==> config.mk <==
export PLATFORM = sky130hd
export DESIGN_NAME = alu_req_arbiter_flat
export DESIGN_NICKNAME = d
export VERILOG_FILES = /design/src/rtl/alu_req_arbiter_if.sv /design/src/rtl/alu_req_arbiter.sv /design/src/flat_wrapper.sv
export SDC_FILE = /design/constraint.sdc
export NUM_CORES = 1
export LEC_CHECK = 0
export BUFFER_PORTS_ARGS = -buffer_cell sky130_fd_sc_hd__buf_2
export CAP_MARGIN = 20
export CELL_PAD_IN_SITES_DETAIL_PLACEMENT = 2
export CELL_PAD_IN_SITES_GLOBAL_PLACEMENT = 2
export CORE_ASPECT_RATIO = 0.6
export CORE_MARGIN = 8
export CORE_UTILIZATION = 26
export DETAILED_ROUTE_END_ITERATION = 8
export GPL_ROUTABILITY_DRIVEN = 0
export GPL_TIMING_DRIVEN = 1
export HOLD_SLACK_MARGIN = 0.02
export PLACE_DENSITY = 0.87
export SYNTH_ARGS = -nofsm -noshare
export SYNTH_HDL_FRONTEND = slang
export SYNTH_SLANG_ARGS = --single-unit
==> constraint.sdc <==
create_clock -name clk -period 5.1 [get_ports clk]
set_clock_uncertainty 0.1 [all_clocks]
set_input_delay 0.51 -clock clk [delete_from_list [all_inputs] [get_ports clk]]
set_output_delay 0.51 -clock clk [all_outputs]
set_load 0.03 [all_outputs]
==> src/rtl/alu_req_arbiter_if.sv <==
// Bundle of request, ALU and response signals shared between the requester
// side (master) and the arbiter (slave) that fronts a single ALU.
interface alu_req_arbiter_if #(
    parameter int WIDTH = 32,
    parameter int NREQ  = 4
) ();
    localparam int ID_W = (NREQ > 1) ? $clog2(NREQ) : 1;

    logic [NREQ-1:0]           req_valid;
    logic [NREQ-1:0]           req_ready;
    logic [NREQ*(WIDTH+1)-1:0] req_rs1;
    logic [NREQ*(WIDTH+1)-1:0] req_rs2;
    logic [NREQ*3-1:0]         req_funct3;
    logic [NREQ-1:0]           req_funct7;

    logic [WIDTH:0]            alu_rs1;
    logic [WIDTH:0]            alu_rs2;
    logic [2:0]                alu_funct3;
    logic                      alu_funct7;
    logic [WIDTH:0]            alu_rd;

    logic                      rsp_valid;
    logic                      rsp_ready;
    logic [ID_W-1:0]           rsp_id;
    logic [WIDTH:0]            rsp_data;

    modport slave (
        input  req_valid, req_rs1, req_rs2, req_funct3, req_funct7,
        input  alu_rd, rsp_ready,
        output req_ready, alu_rs1, alu_rs2, alu_funct3, alu_funct7,
        output rsp_valid, rsp_id, rsp_data
    );

    modport master (
        output req_valid, req_rs1, req_rs2, req_funct3, req_funct7,
        output alu_rd, rsp_ready,
        input  req_ready, alu_rs1, alu_rs2, alu_funct3, alu_funct7,
        input  rsp_valid, rsp_id, rsp_data
    );
endinterface

==> src/rtl/alu_req_arbiter.sv <==
// Round-robin arbiter sharing one registered ALU among NREQ requesters:
// one operation in flight, IDLE -> EXEC -> CAPT -> RESP.
module alu_req_arbiter #(
    parameter int WIDTH = 32,
    parameter int NREQ  = 4
) (
    input  logic             clk,
    input  logic             rst,
    alu_req_arbiter_if.slave bus
);
    localparam int ID_W = (NREQ > 1) ? $clog2(NREQ) : 1;
    localparam int DW   = WIDTH + 1;

    typedef enum logic [1:0] {
        IDLE,
        EXEC,
        CAPT,
        RESP
    } state_t;

    state_t          state;
    logic [ID_W-1:0] ptr;
    logic [ID_W-1:0] cur_id;
    logic [ID_W-1:0] grant_idx;
    logic            grant_found;
    int              idx;

    // Scan from the highest offset down so the nearest valid requester at or
    // after ptr is the last one written and therefore wins.
    always_comb begin
        // NOTE: every variable gets a default before the loop; without it a
        // cycle with no valid requester would leave grant_idx latched.
        grant_found = 1'b0;
        grant_idx   = '0;
        idx         = 0;
        for (int k = NREQ - 1; k >= 0; k--) begin
            idx = int'(ptr) + k;
            if (idx >= NREQ) begin
                idx = idx - NREQ;
            end
            if (bus.req_valid[idx]) begin
                grant_found = 1'b1;
                grant_idx   = ID_W'(idx);
            end
        end
    end

    // Ready is gated by reset so it is low while reset is held, even in IDLE.
    always_comb begin
        bus.req_ready = '0;
        if (rst && (state == IDLE) && grant_found) begin
            bus.req_ready[grant_idx] = 1'b1;
        end
    end

    always_ff @(posedge clk or negedge rst) begin
        if (!rst) begin
            // NOTE: the datapath registers are reset as well as the control
            // state, since their reset values are visible on the ports.
            state          <= IDLE;
            ptr            <= '0;
            cur_id         <= '0;
            bus.alu_rs1    <= '0;
            bus.alu_rs2    <= '0;
            bus.alu_funct3 <= '0;
            bus.alu_funct7 <= 1'b0;
            bus.rsp_valid  <= 1'b0;
            bus.rsp_id     <= '0;
            bus.rsp_data   <= '0;
        end else begin
            // NOTE: non-blocking assignments throughout, so every register
            // sees the pre-edge value of every other register.
            case (state)
                IDLE: begin
                    if (grant_found) begin
                        bus.alu_rs1    <= bus.req_rs1[grant_idx*DW +: DW];
                        bus.alu_rs2    <= bus.req_rs2[grant_idx*DW +: DW];
                        bus.alu_funct3 <= bus.req_funct3[grant_idx*3 +: 3];
                        bus.alu_funct7 <= bus.req_funct7[grant_idx];
                        cur_id         <= grant_idx;
                        state          <= EXEC;
                    end
                end
                EXEC: begin
                    state <= CAPT;
                end
                CAPT: begin
                    bus.rsp_data  <= bus.alu_rd;
                    bus.rsp_id    <= cur_id;
                    bus.rsp_valid <= 1'b1;
                    state         <= RESP;
                end
                RESP: begin
                    if (bus.rsp_ready) begin
                        bus.rsp_valid <= 1'b0;
                        ptr           <= (cur_id == ID_W'(NREQ - 1)) ? '0 : cur_id + 1'b1;
                        state         <= IDLE;
                    end
                end
                default: begin
                    state <= IDLE;
                end
            endcase
        end
    end
endmodule

==> src/flat_wrapper.sv <==
// flat-port wrapper written by rule: the top's interface ports become plain ports
module alu_req_arbiter_flat 
#(
    parameter int WIDTH = 32,
    parameter int NREQ  = 4
)
  (clk, rst, bus_req_valid, bus_req_rs1, bus_req_rs2, bus_req_funct3, bus_req_funct7, bus_alu_rd, bus_rsp_ready, bus_req_ready, bus_alu_rs1, bus_alu_rs2, bus_alu_funct3, bus_alu_funct7, bus_rsp_valid, bus_rsp_id, bus_rsp_data);
  alu_req_arbiter_if #(.WIDTH(WIDTH), .NREQ(NREQ)) bus_i ();
  input  logic clk;
  input  logic rst;
  input wire logic [$bits(bus_i.req_valid)-1:0] bus_req_valid;
  input wire logic [$bits(bus_i.req_rs1)-1:0] bus_req_rs1;
  input wire logic [$bits(bus_i.req_rs2)-1:0] bus_req_rs2;
  input wire logic [$bits(bus_i.req_funct3)-1:0] bus_req_funct3;
  input wire logic [$bits(bus_i.req_funct7)-1:0] bus_req_funct7;
  input wire logic [$bits(bus_i.alu_rd)-1:0] bus_alu_rd;
  input wire logic [$bits(bus_i.rsp_ready)-1:0] bus_rsp_ready;
  output wire logic [$bits(bus_i.req_ready)-1:0] bus_req_ready;
  output wire logic [$bits(bus_i.alu_rs1)-1:0] bus_alu_rs1;
  output wire logic [$bits(bus_i.alu_rs2)-1:0] bus_alu_rs2;
  output wire logic [$bits(bus_i.alu_funct3)-1:0] bus_alu_funct3;
  output wire logic [$bits(bus_i.alu_funct7)-1:0] bus_alu_funct7;
  output wire logic [$bits(bus_i.rsp_valid)-1:0] bus_rsp_valid;
  output wire logic [$bits(bus_i.rsp_id)-1:0] bus_rsp_id;
  output wire logic [$bits(bus_i.rsp_data)-1:0] bus_rsp_data;
  assign bus_i.req_valid = bus_req_valid;
  assign bus_i.req_rs1 = bus_req_rs1;
  assign bus_i.req_rs2 = bus_req_rs2;
  assign bus_i.req_funct3 = bus_req_funct3;
  assign bus_i.req_funct7 = bus_req_funct7;
  assign bus_i.alu_rd = bus_alu_rd;
  assign bus_i.rsp_ready = bus_rsp_ready;
  assign bus_req_ready = bus_i.req_ready;
  assign bus_alu_rs1 = bus_i.alu_rs1;
  assign bus_alu_rs2 = bus_i.alu_rs2;
  assign bus_alu_funct3 = bus_i.alu_funct3;
  assign bus_alu_funct7 = bus_i.alu_funct7;
  assign bus_rsp_valid = bus_i.rsp_valid;
  assign bus_rsp_id = bus_i.rsp_id;
  assign bus_rsp_data = bus_i.rsp_data;
  alu_req_arbiter #(.WIDTH(WIDTH), .NREQ(NREQ)) u_core (.clk(clk), .rst(rst), .bus(bus_i));
endmodule
# == After elaboration in Yosys (flattened, before gate mapping) ==
# Index checks and enable logic that the tools add are counted.
# Widths: inputs -> output; s select.
# totals
regBits,112
out_inout_bits,110
# op_classes
n_addsub,8
magnitude_cmp,10
n_mul,2
n_mux,35
eq_ne,6
n_shift,3
n_reduce_logical,9
# op_table
operator,n
$shiftx 132x9->33,2
$lt 32x4->1 const B,4
$mux 32,4
$ge 32x4->1 const B,3
$sub 32x4->32 const B,3
$mux 1,15
$mux 2,7
$shiftx 12x5->3,1
$bmux 1 s2,5
$mul 2x6->8 const B,1
$pmux 2 s4,1
$reduce_and 2->1,4
$add 2x2->3 const B,2
$eq 2x2->1 const B,3
$mul 2x2->4 const B,1
$mux 4,1
$sub 2x3->4 const B,1
$add 2x1->3 const B,1
$ge 2x3->1 const B,1
$logic_and 1x1->1,3
$lt 2x3->1 const B,1
$add 2x1->2 const B,1
$demux 1 s2,1
$eq 2x1->1 const B,1
other kinds (6),6

# == Longest topological paths before layout ==
# Gate-level depths: netlist of the first run.
# depth
ltp_word,15
mapped_depth,8
depth_no_buf,5

# == Worst setup path before layout of the first run ==
# No wires, ideal clock.
# synth_timing
kind,input to output
from,input bus_req_valid[0]
to,output bus_req_ready[0]
arrival_time_ns,1.890
n_path_buf,2
cell_stages,6
path_slack_ns,2.600
required_ns,4.490
cell_sequence,buf_4 > nor2b_1 > nor2b_1 > o311ai_4 > buf_2 > nor2b_1
# synth_between
elab_chain_len,12
elab_cells_between_ends,27
classes_between,order compare (2); mux (23); reduce/logical (2)
# synth_lines
element,line,rtl
start: declaration,flat_wrapper.sv:11,input wire logic [$bits(bus_i.req_valid)-1:0] bus_req_valid;
$bmux 1 s2,alu_req_arbiter.sv:41,if (bus.req_valid[idx]) begin
$mux 1 (implied by the code) (2 in a row),alu_req_arbiter.sv:41,
$mux 2 (4 in a row),alu_req_arbiter.sv:41,
$lt 2x3->1 (implied by the code) / $ge 2x1->1 (equally long branches),alu_req_arbiter.sv:52,bus.req_ready[grant_idx] = 1'b1;
$logic_and 1x1->1 (implied by the code),alu_req_arbiter.sv:52,
$mux 1 (implied by the code),alu_req_arbiter.sv:52,
$demux 1 s2,-,
$mux 4 *,alu_req_arbiter.sv:51,if (rst && (state == IDLE) && grant_found) begin
end: declaration,flat_wrapper.sv:18,output wire logic [$bits(bus_i.req_ready)-1:0] bus_req_ready;
# Every way passes the cells marked *; elsewhere a longest branch is shown, timed or not. The select of a mux whose other input is x is not followed.

# == Worst setup path in the final report of the first run ==
# layout_timing
from,register u_core.ptr[1]
to,output bus_req_ready[1]
# layout_between
elab_chain_len,15
elab_cells_between_ends,42
classes_between,add/sub (7); order compare (6); mux (27); reduce/logical (2)
# layout_lines
element,line,rtl
start: declaration,alu_req_arbiter.sv:22,logic [ID_W-1:0] ptr;
start signal: assignment,alu_req_arbiter.sv:96,ptr <= (cur_id == ID_W'(NREQ - 1)) ? '0 : cur_id + 1'b1;
$add 2x2->3,alu_req_arbiter.sv:37,idx = int'(ptr) + k;
$sub 32x4->32 / $ge 32x4->1 (equally long branches),"alu_req_arbiter.sv:39, alu_req_arbiter.sv:38",
$mux 32,alu_req_arbiter.sv:38,if (idx >= NREQ) begin
$bmux 1 s2,alu_req_arbiter.sv:41,
$mux 1 (implied by the code) (2 in a row),alu_req_arbiter.sv:41,
$mux 2 (4 in a row),alu_req_arbiter.sv:41,
$lt 2x3->1 (implied by the code) / $ge 2x1->1 (equally long branches),alu_req_arbiter.sv:52,
$logic_and 1x1->1 (implied by the code),alu_req_arbiter.sv:52,
$mux 1 (implied by the code),alu_req_arbiter.sv:52,
$demux 1 s2,-,
$mux 4 *,alu_req_arbiter.sv:51,
# Marked as above.

==> out/results.ini, run 1 <==
[power_and_ir_drop]
irDropWorstVdd_mv = 0.284
p_leak_nw = 4.47
power.density_mw_per_mm2 = 666

[setup_path]
crit_slowest_cell = o221a_4
max_stage_delay_ps = 870
crit_path_start_kind = flip-flop
crit_chain = a21oi_2 -> o221a_4 -> and3_1 -> buf_2
path_class = flip-flop to primary output
worstSetupStartpoint = u_core.ptr[1]
cp_max_fo = 71
r2r_start = u_core.ptr[1]
critPathArrivalTime_ps = 2530
cp-end-kind = primary output
critical_path_required_ps = 4490

[routing]
via_per_inst = 5.08
wl_met2_um = 15700
vias = 6427
wl_per_cell_um = 25.1
dr.pass1.iters = 4
drc_errors = 0
met1_length_um = 12400
wl_met3_um = 3080
postRouteAntennaNets = 0
drtIter0Drc = 316
highest_layer = met5
wl_um = 31700

[clock_network]
clock_path_buffers = 2
root_buffer = clkbuf_16
cts_sinks = 112
h-tree-depth = 3
cts_setup_buffers = 0
clk_latency_ps = 360
cts.reportedPaths.clkPinSlew_ps = 80
cts_tree = done
numCtsBuffers = 9

[synthesis]
async_flop_share = 1.00
synthCells = 538
synth_area_mm2 = 0.00630
syn_avg_cell_area_um2 = 11.7
ys_top_cells_by_count = dfrtp_1 (112), nor2_1 (76), a221o_1 (70), mux2i_1 (70), o22a_1 (70)
ys_ff_latch = 112
synth_area_leaders = dfrtp_1 (44%), a221o_1 (11%), mux2i_1 (11%)
yosysWarningCount = 0
synth-edff-count = 0
synth_nets = 863
ys_seq_area_frac = 0.445
netlist.area_leader.share = 0.445
synth.largest_area_cell = dfrtp_1
ys.flop_type = dfrtp_1
yosysMostFrequentCell = dfrtp_1
yosysUniqueCellTypes = 33

[die]
num_rows = 44
die_w_um = 217
die_h_um = 137
core_mm2 = 0.0240
dieArea_mm2 = 0.0296
pin_count = 430
initial_utilization = 0.263

[min_path]
worst_hold_startpoint = bus_alu_rd[5]
hp-class = input port to flip-flop

[sta]
fin_crit_sh = 0.616
rsz0062_at_grt = no
clock.fmax_mhz = 318
holdWs_ps = 275
layout_min_cycle_time_ps = 3140
maxSlewViolCount = 0
timing.final.hold_violations = 0
tightest_slew_ps = 1020
finalSetupViolations = 0
setup_tns_ps = 0
maxSlewHeadroom = 0.319

[grt]
antenna_found_initial = 10
grt_pass1_vias = 7326
grt_max_degree = 75
grt-ovfl-total = 0
groute.usage.overall = 0.207
grt_pass1_wl_um = 46900

[flow_run]
cap_viol_max_count = 0

[cells_and_area]
syn_to_final_growth_pct = 40.7
final_cells = 1265
drive_gt1_frac = 0.535
fin_nets = 1259

[placement]
placed_cells = 1244
io_buffers = 429
dp_hpwl_um = 25200

[outcome]
status = finished, final reports clean

## sequential cells by signal, summed over array words and instances, names as in the netlist
signal	flops
u_core.bus.alu_funct3	3
u_core.bus.alu_funct7	1
u_core.bus.alu_rs1	33
u_core.bus.alu_rs2	33
u_core.bus.rsp_data	33
u_core.bus.rsp_id	2
u_core.bus.rsp_valid	1
u_core.cur_id	2
u_core.ptr	2
u_core.state	2
## final timing paths
path | slack, ps | end | cells after the start
max reg2reg | 2270 | u_core.bus.alu_rs1[5] | 6
min reg2reg | 410 | u_core.bus.alu_rs1[19] | 1
min in group asynchronous | 600 | u_core.bus.alu_rs2[10] | 2
max | 1960 | bus_req_ready[1] | 4
min | 270 | u_core.bus.rsp_data[5] | 2
max in group asynchronous | 3190 | u_core.bus.rsp_data[6] | 3
## layout by cell type (no fill, tap or decap), types with 5 or more instances in the layout
| master | Yosys | layout |
|---|---|---|
| mux2_2 | 37 | 37 |
| buf_4 | 1 | 10 |
| nor2_1 | 76 | 76 |
| a221o_1 | 70 | 70 |
| nand2_1 | 8 | 8 |
| o21ai_0 | 5 | 5 |
| dfrtp_1 | 112 | 112 |
| ha_1 | 5 | 5 |
| o22a_1 | 70 | 70 |
| mux2i_1 | 70 | 70 |
| clkbuf_16 | 0 | 9 |
| buf_2 | 18 | 428 |
## power by group
| part | switching (mW) | internal, mW | total, mW |
|---|---|---|---|
| combinational | 2.23 | 1.34 | 3.57 |
| sequential | 0.271 | 1.35 | 1.62 |
| clock | 0.364 | 0.353 | 0.718 |
## cell families after synthesis
group / share of synthesized area
flops: 0.445
compound gates: 0.232
simple gates: 0.0635
buf+inv: 0.0724
fa+ha+maj: 0.00992
mux: 0.177
## critical path, delay by kind of cell (launching register included)
| kind | cells | cell delay [ps] |
|---|---|---|
| buf+inv | 1 | 200 |
| simple gates | 1 | 280 |
| flops | 1 | 570 |
| compound gates | 2 | 1100 |
## area by class of cell
class | count | area (um2)
Fill cell | 2691 | 15100
Multi-Input combinational cell | 366 | 3090
Sequential cell | 112 | 2800
Timing Repair Buffer | 440 | 2250
Tap cell | 322 | 403
Clock buffer | 10 | 239
Clock inverter | 6 | 50.0
Inverter | 5 | 18.8
Antenna cell | 4 | 10.0
## repair_timing
item	in CTS	in global routing
hold buffers	1	0
gates resized for setup	0	0
endpoints found under the hold margin	26	0
## layer usage
metal,up-vias,GRT usage
li1,2872,-
met1,3243,0.233
met2,258,0.361
met3,42,0.0881
met4,12,0.0468
met5,-,0
## stage by stage
stage | setup WS, ps | instance area [um2] | power, mW | utilization
after floorplan | 2600 | 6300 | 4.16 | -
after global placement | 2170 | 8530 | 5.07 | 0.356
after detailed placement | 2220 | 8560 | 5.26 | 0.357
after CTS | 1920 | 8860 | 6.01 | 0.369
after global routing | 1790 | 8870 | 6.28 | 0.369
final | 1960 | 8870 | 5.91 | 0.370
Power figures use the tool's default switching activity.
==> run 2: changes to the inputs <==
--- a/config.mk
+++ b/config.mk
@@ -11,12 +11,12 @@
 export CELL_PAD_IN_SITES_GLOBAL_PLACEMENT = 2
 export CORE_ASPECT_RATIO = 0.6
 export CORE_MARGIN = 8
-export CORE_UTILIZATION = 26
+export CORE_UTILIZATION = 24
 export DETAILED_ROUTE_END_ITERATION = 8
 export GPL_ROUTABILITY_DRIVEN = 0
 export GPL_TIMING_DRIVEN = 1
 export HOLD_SLACK_MARGIN = 0.02
-export PLACE_DENSITY = 0.87
+export PLACE_DENSITY = 0.81
 export SYNTH_ARGS = -nofsm -noshare
 export SYNTH_HDL_FRONTEND = slang
 export SYNTH_SLANG_ARGS = --single-unit
==> constraint.sdc (replaced) <==
create_clock -name clk -period 3.2 [get_ports clk]
set_clock_uncertainty 0.1 [all_clocks]
set_input_delay 0.32 -clock clk [delete_from_list [all_inputs] [get_ports clk]]
set_output_delay 0.32 -clock clk [all_outputs]
set_load 0.03 [all_outputs]
==> out/results.ini, run 2 (synthesis gave the netlist of run 1 again) <==
[outcome]
status = finished, final reports clean  ; unchanged

[sta]
timing.final.hold_violations = 0  ; unchanged
holdWs_ps = 69.2  ; was 275 ps
layout_min_cycle_time_ps = 2640
rsz0062_at_grt = no  ; unchanged
setup_tns_ps = 0  ; unchanged
maxSlewViolCount = 0  ; unchanged
tightest_slew_ps = 635  ; was 1020 ps
maxSlewHeadroom = 0.576  ; was 0.319
finalSetupViolations = 0  ; unchanged
clock.fmax_mhz = 379
fin_crit_sh = 0.825

[grt]
grt_max_degree = 50  ; was 75
grt_pass1_vias = 7223  ; was 7326
antenna_found_initial = 9  ; was 10
grt-ovfl-total = 0  ; unchanged
grt_util_met3 = 0.0841  ; was 0.0881
groute.usage.overall = 0.191  ; was 0.207
grt_pass1_wl_um = 46400  ; was 46900 um
use_met2 = 0.321  ; was 0.361
use_met1 = 0.225  ; was 0.233
busiest_layer = met2  ; unchanged

[power_and_ir_drop]
finalPower_mw = 9.47  ; was 5.91 mW
p_leak_nw = 4.50  ; was 4.47 nW
irDropWorstVdd_mv = 0.544  ; was 0.284 mV
power.density_mw_per_mm2 = 1050  ; was 666 mW/mm2

[setup_path]
cp_max_fo = 40  ; was 71
r2r_start = u_core.ptr[1]  ; unchanged
max_stage_delay_ps = 590  ; was 870 ps
crit_chain = a21oi_2 -> o221a_4 -> and3_1 -> buf_2  ; unchanged
cp.depth = 4  ; unchanged
cpLargestDelayFamily = compound AO/OA/AOI/OAI gates  ; unchanged
crit_path_start_kind = flip-flop  ; unchanged
critPathArrivalTime_ps = 2220  ; was 2530 ps
timing.rr.end = u_core.bus.alu_rs2[24]  ; was u_core.bus.alu_rs1[5]
worst_r2r_path_depth = 6  ; unchanged
critical_path_required_ps = 2780  ; was 4490 ps
endpoint = bus_req_ready[1]  ; unchanged
crit_slowest_cell = o221a_4  ; unchanged
cp_num_buf_inv = 1  ; unchanged
cp-end-kind = primary output  ; unchanged
worstSetupStartpoint = u_core.ptr[1]  ; unchanged
path_class = flip-flop to primary output  ; unchanged
reg2reg_slack_ps = 770  ; was 2270 ps

[clock_network]
cts_tree = done  ; unchanged
h-tree-depth = 3  ; unchanged
cts_sinks = 112  ; unchanged
cts.repair.resized = 0  ; unchanged
cts_setup_buffers = 0  ; unchanged
clk_latency_ps = 370  ; was 360 ps
root_buffer = clkbuf_16  ; unchanged
clock_path_buffers = 2  ; unchanged
cts.reportedPaths.clkPinSlew_ps = 80  ; about the same
numCtsBuffers = 9  ; unchanged

[die]
initial_utilization = 0.241  ; was 0.263
die_w_um = 225  ; was 217 um
num_rows = 46  ; was 44
dieArea_mm2 = 0.0319  ; was 0.0296 mm2
pin_count = 430  ; unchanged
core_mm2 = 0.0261  ; was 0.0240 mm2
die_h_um = 142  ; was 137 um

[cells_and_area]
seq_area_mm2 = 0.00280  ; unchanged
layout_common_cells = buf_2 (428), dfrtp_1 (112), nor2_1 (76)  ; unchanged
drive_gt1_frac = 0.536  ; was 0.535
syn_to_final_growth_pct = 42.8  ; was 40.7%
multi_input_area_mm2 = 0.00309  ; unchanged
filler_cell_count = 2965  ; was 2691
fin_nets = 1264  ; was 1259
final_common_cell = buf_2  ; unchanged
reg_top3 = u_core.bus.alu_rs1 (33), u_core.bus.alu_rs2 (33), u_core.bus.rsp_data (33)  ; unchanged

[routing]
postRouteAntennaNets = 0  ; unchanged
dr.pass1.iters = 4  ; unchanged
drtIter0Drc = 330  ; was 316
via_per_inst = 4.90  ; was 5.08
drc_errors = 0  ; unchanged
wl_um = 31200  ; was 31700 um
wl_per_cell_um = 23.9  ; was 25.1 um
vias = 6403  ; was 6427

[flow_run]
cap_viol_max_count = 0  ; unchanged

[min_path]
hp-class = input port to flip-flop  ; unchanged

[placement]
dp_hpwl_um = 24500  ; was 25200 um
io_buffers = 429  ; unchanged

==> run 2: changes by cell type in the layout (fill, tap and decap cells not counted) <==
cell,change
clkinv_2,-1
clkinv_4,+1
clkbuf_1,+1
diode_2,-1
buf_16,-1
buf_4,+1
clkinv_8,+1
clkbuf_8,-1
clkinvlp_4,-1
buf_12,+5
==> run 2: worst min-delay path by stage <==
stage,startpoint,slack [ps],to,depth (start not counted)
after floorplan,rst,-80,u_core.bus.alu_funct3[0],0
after global placement,rst,220,u_core.bus.rsp_data[28],1
after detailed placement,rst,230,u_core.bus.rsp_data[28],1
after CTS,bus_alu_rd[29],40,u_core.bus.rsp_data[29],2
after global routing,bus_alu_rd[25],50,u_core.bus.rsp_data[25],2
final,bus_alu_rd[29],70,u_core.bus.rsp_data[29],2
==> run 2: area by class of cell <==
type                    count  area share
diodes                      3    0.000834
multi-input cells         366       0.344
clock inverters             6     0.00695
repair buffers            445       0.259
clock buffers              10      0.0254
flip-flops and latches    112       0.311
inverters                   5     0.00209
well taps                 360      0.0501
==> run 2: power by group <==
group	leakage, nW	internal (mW)	total, mW	switching, mW
combinational	3.08	2.19	5.73	3.54
clock	0.142	0.552	1.16	0.609
sequential	1.28	2.16	2.58	0.427
total	4.50	4.90	9.47	4.58
==> run 2: per-stage QoR <==
stage / worst slack, ps / utilization / cells / instance area [um2]
global route: 395 / 0.344 / 1307 / 9000
global placement: 895 / 0.333 / 1287 / 8690
finish: 560 / 0.344 / 1307 / 9000
detailed placement: 809 / 0.333 / 1287 / 8690
CTS: 505 / 0.344 / 1304 / 8990
floorplan: 1070 / - / 538 / 6300
==> run 2: timing repair <==
item                                    in CTS  in global routing
endpoints found under the hold margin       35                  0
endpoints found under the setup margin       0                  0
hold buffers                                 1                  0
==> run 2: metal layers <==
metal | up-vias | wire [um]
met5 | - | 75
met2 | 248 | 15200
met3 | 29 | 2950
met1 | 3226 | 12700
li1 | 2890 | -
met4 | 10 | 301
==> run 3: changes to the inputs <==
--- a/config.mk
+++ b/config.mk
@@ -11,12 +11,12 @@
 export CELL_PAD_IN_SITES_GLOBAL_PLACEMENT = 2
 export CORE_ASPECT_RATIO = 0.6
 export CORE_MARGIN = 8
-export CORE_UTILIZATION = 24
+export CORE_UTILIZATION = 21
 export DETAILED_ROUTE_END_ITERATION = 8
 export GPL_ROUTABILITY_DRIVEN = 0
 export GPL_TIMING_DRIVEN = 1
 export HOLD_SLACK_MARGIN = 0.02
-export PLACE_DENSITY = 0.81
+export PLACE_DENSITY = 0.75
 export SYNTH_ARGS = -nofsm -noshare
 export SYNTH_HDL_FRONTEND = slang
 export SYNTH_SLANG_ARGS = --single-unit
==> constraint.sdc (replaced) <==
create_clock -name clk -period 2.23 [get_ports clk]
set_clock_uncertainty 0.1 [all_clocks]
set_input_delay 0.223 -clock clk [delete_from_list [all_inputs] [get_ports clk]]
set_output_delay 0.223 -clock clk [all_outputs]
set_load 0.03 [all_outputs]
==> out/results.ini, run 3 (synthesis gave the netlist of run 1 again) <==
[outcome]
status = finished, final reports clean  ; unchanged

[power_and_ir_drop]
finalPower_mw = 14.3  ; was 9.47 mW
power.density_mw_per_mm2 = 1480  ; was 1050 mW/mm2
irDropWorstVdd_mv = 0.633  ; was 0.544 mV
p_leak_nw = 4.78  ; was 4.50 nW

[sta]
finalSetupViolations = 0  ; unchanged
fin_crit_sh = 0.954
maxSlewViolCount = 0  ; unchanged
clock.fmax_mhz = 470
maxSlewHeadroom = 0.552  ; was 0.576
layout_min_cycle_time_ps = 2130
timing.final.hold_violations = 0  ; unchanged
tightest_slew_ps = 672  ; was 635 ps

[routing]
vias = 6577  ; was 6403
dr.pass1.iters = 4  ; unchanged
drtIter0Drc = 215  ; was 330
drc_errors = 0  ; unchanged
wl_um = 32600  ; was 31200 um
wl_per_cell_um = 23.2  ; was 23.9 um
via_per_inst = 4.68  ; was 4.90
postRouteAntennaNets = 0  ; unchanged

[clock_network]
cts.reportedPaths.clkPinSlew_ps = 90  ; was 80 ps
clk_latency_ps = 380  ; was 370 ps
h-tree-depth = 3  ; unchanged
cts_sinks = 112  ; unchanged
cts_tree = done  ; unchanged
root_buffer = clkbuf_16  ; unchanged
numCtsBuffers = 9  ; unchanged
clock_path_buffers = 2  ; unchanged

[cells_and_area]
syn_to_final_growth_pct = 53.4  ; was 42.8%
drive_gt1_frac = 0.529  ; was 0.536
final_common_cell = buf_2  ; unchanged
layout_common_cells = buf_2 (425), dfrtp_1 (112), nor2_1 (76)  ; was buf_2 (428), dfrtp_1 (112), nor2_1 (76)
final_cells = 1404  ; was 1307
fin_nets = 1312  ; was 1264
filler_cell_count = 3317  ; was 2965
reg_top3 = u_core.bus.alu_rs1 (33), u_core.bus.alu_rs2 (33), u_core.bus.rsp_data (33)  ; unchanged

[setup_path]
critical_path_required_ps = 1910  ; was 2780 ps
cp-end-kind = primary output  ; unchanged
r2r_start = u_core.ptr[0]  ; was u_core.ptr[1]
cp_max_fo = 8  ; was 40
worstSetupStartpoint = u_core.ptr[0]  ; was u_core.ptr[1]
path_class = flip-flop to primary output  ; unchanged
crit_path_start_kind = flip-flop  ; unchanged
critPathArrivalTime_ps = 1800  ; was 2220 ps

[grt]
antenna_found_initial = 9  ; unchanged
grt_pass1_wl_um = 47700  ; was 46400 um
grt-ovfl-total = 0  ; unchanged
groute.usage.overall = 0.173  ; was 0.191
grt_max_degree = 109  ; was 50
grt_pass1_vias = 7425  ; was 7223

[die]
pin_count = 430  ; unchanged
dieArea_mm2 = 0.0360  ; was 0.0319 mm2
die_w_um = 240  ; was 225 um
core_mm2 = 0.0297  ; was 0.0261 mm2
num_rows = 49  ; was 46
die_h_um = 150  ; was 142 um
initial_utilization = 0.212  ; was 0.241

[placement]
dp_hpwl_um = 25100  ; was 24500 um
placed_cells = 1343  ; was 1287
io_buffers = 429  ; unchanged

[min_path]
worst_hold_startpoint = bus_req_rs2[33]  ; was bus_alu_rd[29]
hp-class = input port to flip-flop  ; unchanged

[flow_run]
cap_viol_max_count = 0  ; unchanged

-- run 3: per-layer routing --
metal | vias to the layer above | track usage | part of all wire
met2 | 256 | 0.288 | 0.48
met3 | 35 | 0.0676 | 0.085
met5 | - | 0 | 0.0020
met4 | 10 | 0.0389 | 0.015
met1 | 3288 | 0.209 | 0.42
li1 | 2988 | - | -
-- run 3: area by class of cell --
cell class | count | area (um2) | area share
multi-input combinational | 366 | 3110 | 0.321
timing repair buffer | 493 | 2880 | 0.298
sequential | 112 | 2800 | 0.290
tap | 408 | 510 | 0.0528
clock buffer | 9 | 225 | 0.0233
clock inverter | 7 | 110 | 0.0114
inverter | 5 | 18.8 | 0.00194
antenna | 4 | 10.0 | 0.00104
-- run 3: repair_timing --
action / 4_1_cts / 5_1_grt
buffers inserted: 1 / 5
hold endpoints to repair: 146 / 0
resized for setup: 4 / 5
setup endpoints to repair: 3 / 10
pin swaps: 1 / 3
hold buffers: 35 / 0
gates cloned: 0 / 1
-- run 3: stage by stage --
stage / setup TNS [ps] / area (um2) / utilization / worst slack (ps) / hold slack (ps)
after floorplan: 0 / 6300 / - / 195 / -173
after global routing: -1.22 / 9670 / 0.325 / -1.22 / 75.6
after detailed placement: 0 / 8870 / 0.298 / 15.6 / -32.9
after global placement: 0 / 8870 / 0.298 / 126 / -35.1
final: 0 / 9670 / 0.325 / 102 / 97.7
after CTS: 0 / 9570 / 0.322 / 0.342 / 63.9
-- run 3: worst paths after layout --
check / cells past startpoint / endpoint / slack (ps)
min: 3 / u_core.bus.alu_rs2[0] / 100
max in group asynchronous: 3 / u_core.bus.alu_rs2[30] / 980
min reg2reg: 1 / u_core.bus.alu_rs2[27] / 410
max: 6 / bus_req_ready[0] / 100
max reg2reg: 8 / u_core.bus.alu_rs1[6] / 110
min in group asynchronous: 2 / u_core.bus.alu_rs1[31] / 130
-- run 3: worst max-delay path, stage by stage (launching register included) --
cell and delay (ps):
dfrtp_1 410, buf_4 190, nor2b_4 130, nor2b_2 60
o311ai_4 270, nor2b_2 200, buf_4 170
-- run 3: power by group --
group          leakage [nW]  switching, mW  internal [mW]
clock network         0.162          0.944          0.924
registers              1.28          0.580           3.10
logic                  3.33           5.32           3.44
total                  4.78           6.84           7.46
